<file path="config.mk">
export PLATFORM = sky130hd
export DESIGN_NAME = tmu_texture_upload_ctrl
export DESIGN_NICKNAME = d
export VERILOG_FILES = /design/src/rtl/tmu_texture_upload_ctrl.sv
export SDC_FILE = /design/constraint.sdc
export NUM_CORES = 1
export LEC_CHECK = 0
export CORE_MARGIN = 3
export CORE_UTILIZATION = 49
export CTS_BUF_LIST = sky130_fd_sc_hd__clkbuf_4
export CTS_CLUSTER_SIZE = 8
export DETAILED_ROUTE_END_ITERATION = 8
export GPL_ROUTABILITY_DRIVEN = 0
export PLACE_DENSITY = 0.91
export SYNTH_ARGS = -nofsm -noshare
export SYNTH_HDL_FRONTEND = slang
export SYNTH_SLANG_ARGS = --single-unit
export TNS_END_PERCENT = 10
</file>
<file path="constraint.sdc">
create_clock -name aclk -period 3.39 [get_ports aclk]
set_clock_uncertainty 0.1 [all_clocks]
set_input_delay 0.339 -clock aclk [delete_from_list [all_inputs] [get_ports aclk]]
set_output_delay 0.339 -clock aclk [all_outputs]
set_load 0.05 [all_outputs]
</file>
<file path="src/rtl/tmu_texture_upload_ctrl.sv">
// Texture upload controller: gates fragments into the TMU, drains it, then streams texels to texture memory.
// Optional sticky protocol-error detection is enabled by defining TMU_UPLOAD_ERR_CHECK_EN.
module tmu_texture_upload_ctrl #(
  parameter int unsigned ADDR_WIDTH   = 17,
  parameter int unsigned DATA_WIDTH   = 32,
  parameter int unsigned MAX_INFLIGHT = 32
) (
  input  logic                  aclk,
  input  logic                  reset,
  input  logic                  cmd_valid,
  output logic                  cmd_ready,
  input  logic [ADDR_WIDTH-1:0] cmd_addr,
  input  logic [ADDR_WIDTH-1:0] cmd_len,
  input  logic                  s_data_valid,
  output logic                  s_data_ready,
  input  logic [DATA_WIDTH-1:0] s_data,
  input  logic                  frag_s_valid,
  output logic                  frag_s_ready,
  output logic                  frag_m_valid,
  input  logic                  frag_m_ready,
  input  logic                  tmu_out_fire,
  output logic                  mem_wr_en,
  output logic [ADDR_WIDTH-1:0] mem_wr_addr,
  output logic [DATA_WIDTH-1:0] mem_wr_data,
  output logic                  busy,
  output logic                  done,
  output logic                  err
);

  localparam int unsigned CNT_W = $clog2(MAX_INFLIGHT + 1);

  typedef enum logic [1:0] {
    IDLE  = 2'd0,
    DRAIN = 2'd1,
    LOAD  = 2'd2,
    DONE  = 2'd3
  } state_e;

  state_e                state_q;
  logic [ADDR_WIDTH-1:0] addr_q;
  logic [ADDR_WIDTH-1:0] remain_q;
  logic [CNT_W-1:0]      inflight_q;
  logic [CNT_W-1:0]      inflight_d;
  logic                  mem_wr_en_q;
  logic [ADDR_WIDTH-1:0] mem_wr_addr_q;
  logic [DATA_WIDTH-1:0] mem_wr_data_q;

  logic in_idle;
  logic has_room;
  logic frag_fire;
  logic beat;

  // Fragments only pass while idle and the TMU has room
  assign in_idle      = (state_q == IDLE);
  assign has_room     = (inflight_q < CNT_W'(MAX_INFLIGHT));
  assign frag_m_valid = in_idle && frag_s_valid && has_room;
  assign frag_s_ready = in_idle && frag_m_ready && has_room;
  assign frag_fire    = frag_m_valid && frag_m_ready;
  assign beat         = (state_q == LOAD) && s_data_valid;

  assign cmd_ready    = in_idle;
  assign s_data_ready = (state_q == LOAD);
  assign busy         = !in_idle;
  assign done         = (state_q == DONE);
  assign mem_wr_en    = mem_wr_en_q;
  assign mem_wr_addr  = mem_wr_addr_q;
  assign mem_wr_data  = mem_wr_data_q;

  // Simultaneous entry and exit cancel; an exit at zero is ignored
  always_comb begin
    inflight_d = inflight_q;
    if (frag_fire && !tmu_out_fire) begin
      inflight_d = inflight_q + CNT_W'(1);
    end else if (!frag_fire && tmu_out_fire && (inflight_q != '0)) begin
      inflight_d = inflight_q - CNT_W'(1);
    end
  end

  always_ff @(posedge aclk) begin
    if (reset) begin
      state_q       <= IDLE;
      addr_q        <= '0;
      remain_q      <= '0;
      inflight_q    <= '0;
      mem_wr_en_q   <= 1'b0;
      mem_wr_addr_q <= '0;
      mem_wr_data_q <= '0;
    end else begin
      inflight_q  <= inflight_d;
      mem_wr_en_q <= beat;
      if (beat) begin
        mem_wr_addr_q <= addr_q;
        mem_wr_data_q <= s_data;
      end
      case (state_q)
        IDLE: begin
          if (cmd_valid) begin
            addr_q   <= cmd_addr;
            remain_q <= cmd_len;
            state_q  <= DRAIN;
          end
        end
        DRAIN: begin
          if (inflight_q == '0) begin
            state_q <= (remain_q == '0) ? DONE : LOAD;
          end
        end
        LOAD: begin
          if (s_data_valid) begin
            addr_q   <= addr_q + ADDR_WIDTH'(1);
            remain_q <= remain_q - ADDR_WIDTH'(1);
            if (remain_q == ADDR_WIDTH'(1)) begin
              state_q <= DONE;
            end
          end
        end
        DONE:    state_q <= IDLE;
        default: state_q <= IDLE;
      endcase
    end
  end

`ifdef TMU_UPLOAD_ERR_CHECK_EN
  logic err_q;

  // Sticky: TMU exit with nothing inside, or texel data offered while idle
  always_ff @(posedge aclk) begin
    if (reset) begin
      err_q <= 1'b0;
    end else if ((tmu_out_fire && (inflight_q == '0) && !frag_fire) ||
                 (s_data_valid && in_idle)) begin
      err_q <= 1'b1;
    end
  end

  assign err = err_q;
`else
  assign err = 1'b0;
`endif

endmodule

</file>
=== Word level (Yosys, flattened, before mapping) ===
Index checks and enable logic that the tools add are counted.

* Output and inout bits: 57
* Register bits after elaboration: 92

* Mux-type cells: 14
* $add $sub $neg: 4
* Order comparisons: 1
* Equality and inequality tests: 8
* Reduce and logical (&&, ||, !) cells: 20

{| class="wikitable"
|+ Operators with widths
! operator !! count
|-
| 17-bit two-way mux || 4
|-
| 17-bit one-hot mux with 2 select lines || 2
|-
| 17-bit by 1-bit adder with 17-bit output (second input constant) || 1
|-
| 17-bit by 1-bit == test with 1-bit output (second input constant) || 1
|-
| 17-bit logical NOT || 1
|-
| 17-bit by 1-bit subtractor with 17-bit output (second input constant) || 1
|-
| 6-bit two-way mux || 2
|-
| 1-bit logical AND || 9
|-
| 2-bit two-way mux || 4
|-
| 2-bit one-hot mux with 4 select lines || 1
|-
| 6-bit by 1-bit adder with 6-bit output (second input constant) || 1
|-
| 6-bit logical NOT || 1
|-
| 6-bit less-than comparator (second input constant) || 1
|-
| 2-bit != test (second input constant) || 3
|-
| 6-bit nonzero test || 1
|-
| 6-bit by 1-bit subtractor with 6-bit output (second input constant) || 1
|-
| 2-bit == test (second input constant) || 2
|-
| 4-bit AND reduction || 1
|-
| 2-bit nonzero test || 2
|-
| 1-bit logical NOT || 3
|-
| 3-bit AND reduction || 1
|-
| 2-bit by 1-bit == test with 1-bit output (second input constant) || 1
|-
| 2-bit logical NOT || 1
|-
| 2-bit by 1-bit != test with 1-bit output (second input constant) || 1
|-
| 1-bit two-way mux || 1
|}

=== Logic depth before layout (Yosys ltp) ===
* Word-level depth: 9
* Depth in mapped cells: 11
* Mapped depth without buffers: 11

=== Worst setup path after synthesis ===
Ideal clock, no wire load.

* Path kind: register -> output
* Start point: register state_q[0]
* End point: output frag_m_valid
* Buffers on the path: 0
* Data arrival time: 2.734 ns
* Slack: 0.217 ns
* Cell stages (with the launch flop): 5
* Path through: dfxtp_1 inv_1 ha_1 inv_1 nor3b_1

* Cells in the longest elaborated chain, start to end: 3

{| class="wikitable"
|+ Ends and longest elaborated chain
! element !! line !! source
|-
| start: declaration || 39 || <nowiki>state_e state_q;</nowiki>
|-
| start signal: assignment || 105 || <nowiki>state_q <= (remain_q == '0) ? DONE : LOAD;</nowiki>
|-
| 2-bit logical NOT || 54 || <nowiki>assign in_idle = (state_q == IDLE);</nowiki>
|-
| named net cmd_ready || 11 || <nowiki>output logic cmd_ready,</nowiki>
|-
| 1-bit logical AND (2 in series) || 56 || <nowiki>assign frag_m_valid = in_idle && frag_s_valid && has_room;</nowiki>
|-
| end: declaration || 19 || <nowiki>output logic frag_m_valid,</nowiki>
|}

The timed path passes the listed nets, and every way through them passes these cells.

=== Final worst setup path ===
* Start point: register state_q[0]
* End point: register inflight_q[5]

* Cells in the longest elaborated chain, start to end: 8

{| class="wikitable"
|+ Ends and longest elaborated chain
! element !! line !! source
|-
| 2-bit logical NOT * || 54 ||
|-
| 1-bit logical AND * (2 in series) || 56 ||
|-
| 1-bit logical AND * || 58 || <nowiki>assign frag_fire = frag_m_valid && frag_m_ready;</nowiki>
|-
| 1-bit logical NOT || 74 || <nowiki>end else if (!frag_fire && tmu_out_fire && (inflight_q != '0)) begin</nowiki>
|-
| 1-bit logical AND (2 in series) || 74 ||
|-
| 2-bit nonzero test (no line) || -- ||
|-
| end signal: assignment || 89 || <nowiki>inflight_q <= inflight_d;</nowiki>
|-
| end: declaration || 42 || <nowiki>logic [CNT_W-1:0] inflight_q;</nowiki>
|}

Mark *: on every way between the ends. The rest lies on a longest branch, timed or not.
A chain may end at the register's enable or synchronous reset.

==> reports/qor.yml <==
layout:
  area_growth_pct: 32.9
  final_area_sq_mm: 0.00591
  drive_above_1_share_pct: 5.04
  final_cells: 802
  utilization_pct: 67.4
  nets: 775
  diodes: 0
worst_setup_path:
  crit_path_end_kind: "register"
  cp_data_arrival_time_ns: 3.34
  critPathRequiredTime_ns: 3.64
  cp_max_fo: 8
  start_kind: "register"
  critPathKind: "reg -> reg"
floorplan:
  dieArea_sq_mm: 0.0103
  design.core.area_sq_mm: 0.00876
  start_util_pct: 50.7
  ios: 130
  chipHeight_microns: 101
  die_w_microns: 101
  fp-row-count: 34
cts:
  cts_buffers: 9
  cts.clk_slew.worst_paths_ns: 0.14
  htree_num_levels: 3
  cts_resized: 0
  clockRootBuffer: "clkbuf_4"
  cts_setup_buffers: 0
  cts_sinks: 92
  cts_max_path_buffers: 2
  insertion_delay_ns: 0.46
  postCtsHoldBufs: 0
  cts_tree: "built"
sta:
  fin_crit_ns: 3.09
  drv_slew: 0
  worst_slack_ns: 0.298
  hold_viol_final: 0
  holdWs_ns: 0.300
  finalCritPeriodShare_pct: 91.2
  tightest_slew_ns: 0.757
  setup_tns_ns: 0
  fmax_mhz: 323
  grt_setup_unrepaired: "false"
  final-setup-viol-count: 0
  slew_headroom_pct: 49.1
yosys:
  yosys_warnings: 0
  yosysTopAreaCell: "dfxtp_1"
  yosysMostFrequentCell: "nand2_1"
  synth_area_per_cell_sq_um: 7.63
  synth_seq_area_share_pct: 41.4
  synth_commonest_cells: "nand2_1, dfxtp_1, a21oi_1"
  synth_seq_cells: 92
  synthArstFlopShare_pct: 0
  synth_edf_count: 0
  syn_inst: 583
  synth_fp_nets: 669
  synth_top_area_share_pct: 41.4
  synth-main-ff-cell: "dfxtp_1"
  netlist_area_sq_mm: 0.00445
  yosysUniqueCellTypes: 56
  synth.area.top_cells: "dfxtp_1, nand2_1, a21oi_1"
routing:
  routed_via_density: 5.77
  ant_nets: 0
  drc: 0
  drt_first_iter_violations: 211
  dr.pass1.iters: 6
  post_drt_wl_per_cell_microns: 15.3
  routed_wl_microns: 12300
  vias: 4629
pwr:
  vdd.ir_drop.worst_mv: 0.403
  power.switching_mw: 2.06
  total_power_mw: 4.48
  power_frac_clock_pct: 14.2
  seq_power_share_pct: 36.0
  pwr-share-comb_pct: 49.8
  leakage_nw: 2.06
  power.density_mw_per_mm2: 758
  swShare_pct: 46.0
  internal_power_mw: 2.42
global_routing:
  grt_pass1_wl_microns: 20000
  grt_antenna_before_repair: 0
  overflow: 0
  track_usage_pct: 23.9
  grt_pass1_vias: 4345
  grt_max_degree: 53
hold_path:
  min_path_type: "in -> reg"
run:
  maxCapViolations: 0
run_status:
  status: "completed"
placement:
  port_buffers: 128
  dp_cells: 786
  post-place-ws_ns: 0.385
  hpwl_microns: 8890
  placed_area_sq_mm: 0.00576
[final timing paths]
| check | slack [ns] | cells past startpoint | from | end |
|---|---|---|---|---|
| setup / recovery | 0.30 | 11 | state_q[0]$_SDFFE_PP0P_ | inflight_q[5]$_SDFFE_PP0P_ |
| hold / removal | 0.30 | 2 | reset | inflight_q[0]$_SDFFE_PP0P_ |
| setup reg to reg | 0.30 | 11 | state_q[0]$_SDFFE_PP0P_ | inflight_q[5]$_SDFFE_PP0P_ |
| hold reg to reg | 0.36 | 2 | mem_wr_data[19]$_SDFFE_PP0P_ | mem_wr_data[19]$_SDFFE_PP0P_ |
[flip-flops by register name, indices dropped and copies added, names as in the netlist]
register     count
state_q          2
inflight_q       6
remain_q        17
addr_q          17
mem_wr_addr     17
mem_wr_en        1
mem_wr_data     32
[worst max-delay path, stage by stage, from the launching register on]
cell and delay, ns:
dfxtp_1 0.35, inv_1 0.15, ha_1 0.35, nand4b_1 0.22
nor2_1 0.23, inv_1 0.18, ha_1 0.32, a21o_1 0.20
a21oi_1 0.23, o21bai_1 0.09, a221o_1 0.31, mux2_2 0.27
[kinds of logic (layout without fill, tap and decap cells)]
family                   count (synthesis)  after routing  share of synthesized area (%)
AND/OR/NAND/NOR                        249            249                           25.9
AO/OA/AOI/OAI                          165            165                           21.9
flip-flops                              92             92                           41.4
buffers and inverters                   53            164                           4.70
adder cells (fa/ha/maj)                 13             13                           3.83
multiplexers                             6              6                           1.38
XOR/XNOR                                 4              4                          0.788
other                                    1              1                         0.0843
[final cells by class]
cell class / count / area [sq um]
Multi-Input combinational cell: 438 / 2400
Inverter: 12 / 45.0
Clock buffer: 9 / 67.6
Clock inverter: 7 / 81.3
Fill cell: 738 / 2850
Timing Repair Buffer: 136 / 1340
Tap cell: 108 / 135
Sequential cell: 92 / 1840
[routing by layer]
layer | GRT usage (%) | wire length [microns]
met1 | 29.9 | 5060
met2 | 40.9 | 6000
met3 | 3.86 | 979
met4 | 9.71 | 264
met5 | 0 | 0
[placed cells by master, fill, tap and decap left out, types with 3 or more instances in the layout]
master	n
dfxtp_1	92
o211ai_1	5
a31oi_1	9
o21ai_1	4
xnor2_1	4
nand4_1	6
a211oi_1	9
and3_1	7
or4_1	8
clkdlybuf4s50_1	127
o21ai_0	23
inv_1	11
nor3_1	12
nor4_1	7
clkbuf_4	9
nand3_1	14
a21o_1	4
o22ai_1	4
or2_2	3
or3_1	10
nor3b_1	3
a21oi_1	85
nor2_1	31
ha_1	11
mux2i_1	5
nand2_1	127
nor2b_1	11
o2bb2ai_1	3
buf_4	8
[power groups by stage]
stage / Clock [mW] / Sequential [mW] / Combinational, mW
after floorplan: 0 / 1.70 / 1.51
after global placement: 0 / 1.60 / 2.11
after detailed placement: 0 / 1.63 / 2.20
after CTS: 0.651 / 1.60 / 2.22
after global routing: 0.695 / 1.65 / 2.46
final: 0.637 / 1.61 / 2.23
Power figures use the tool's default switching activity.
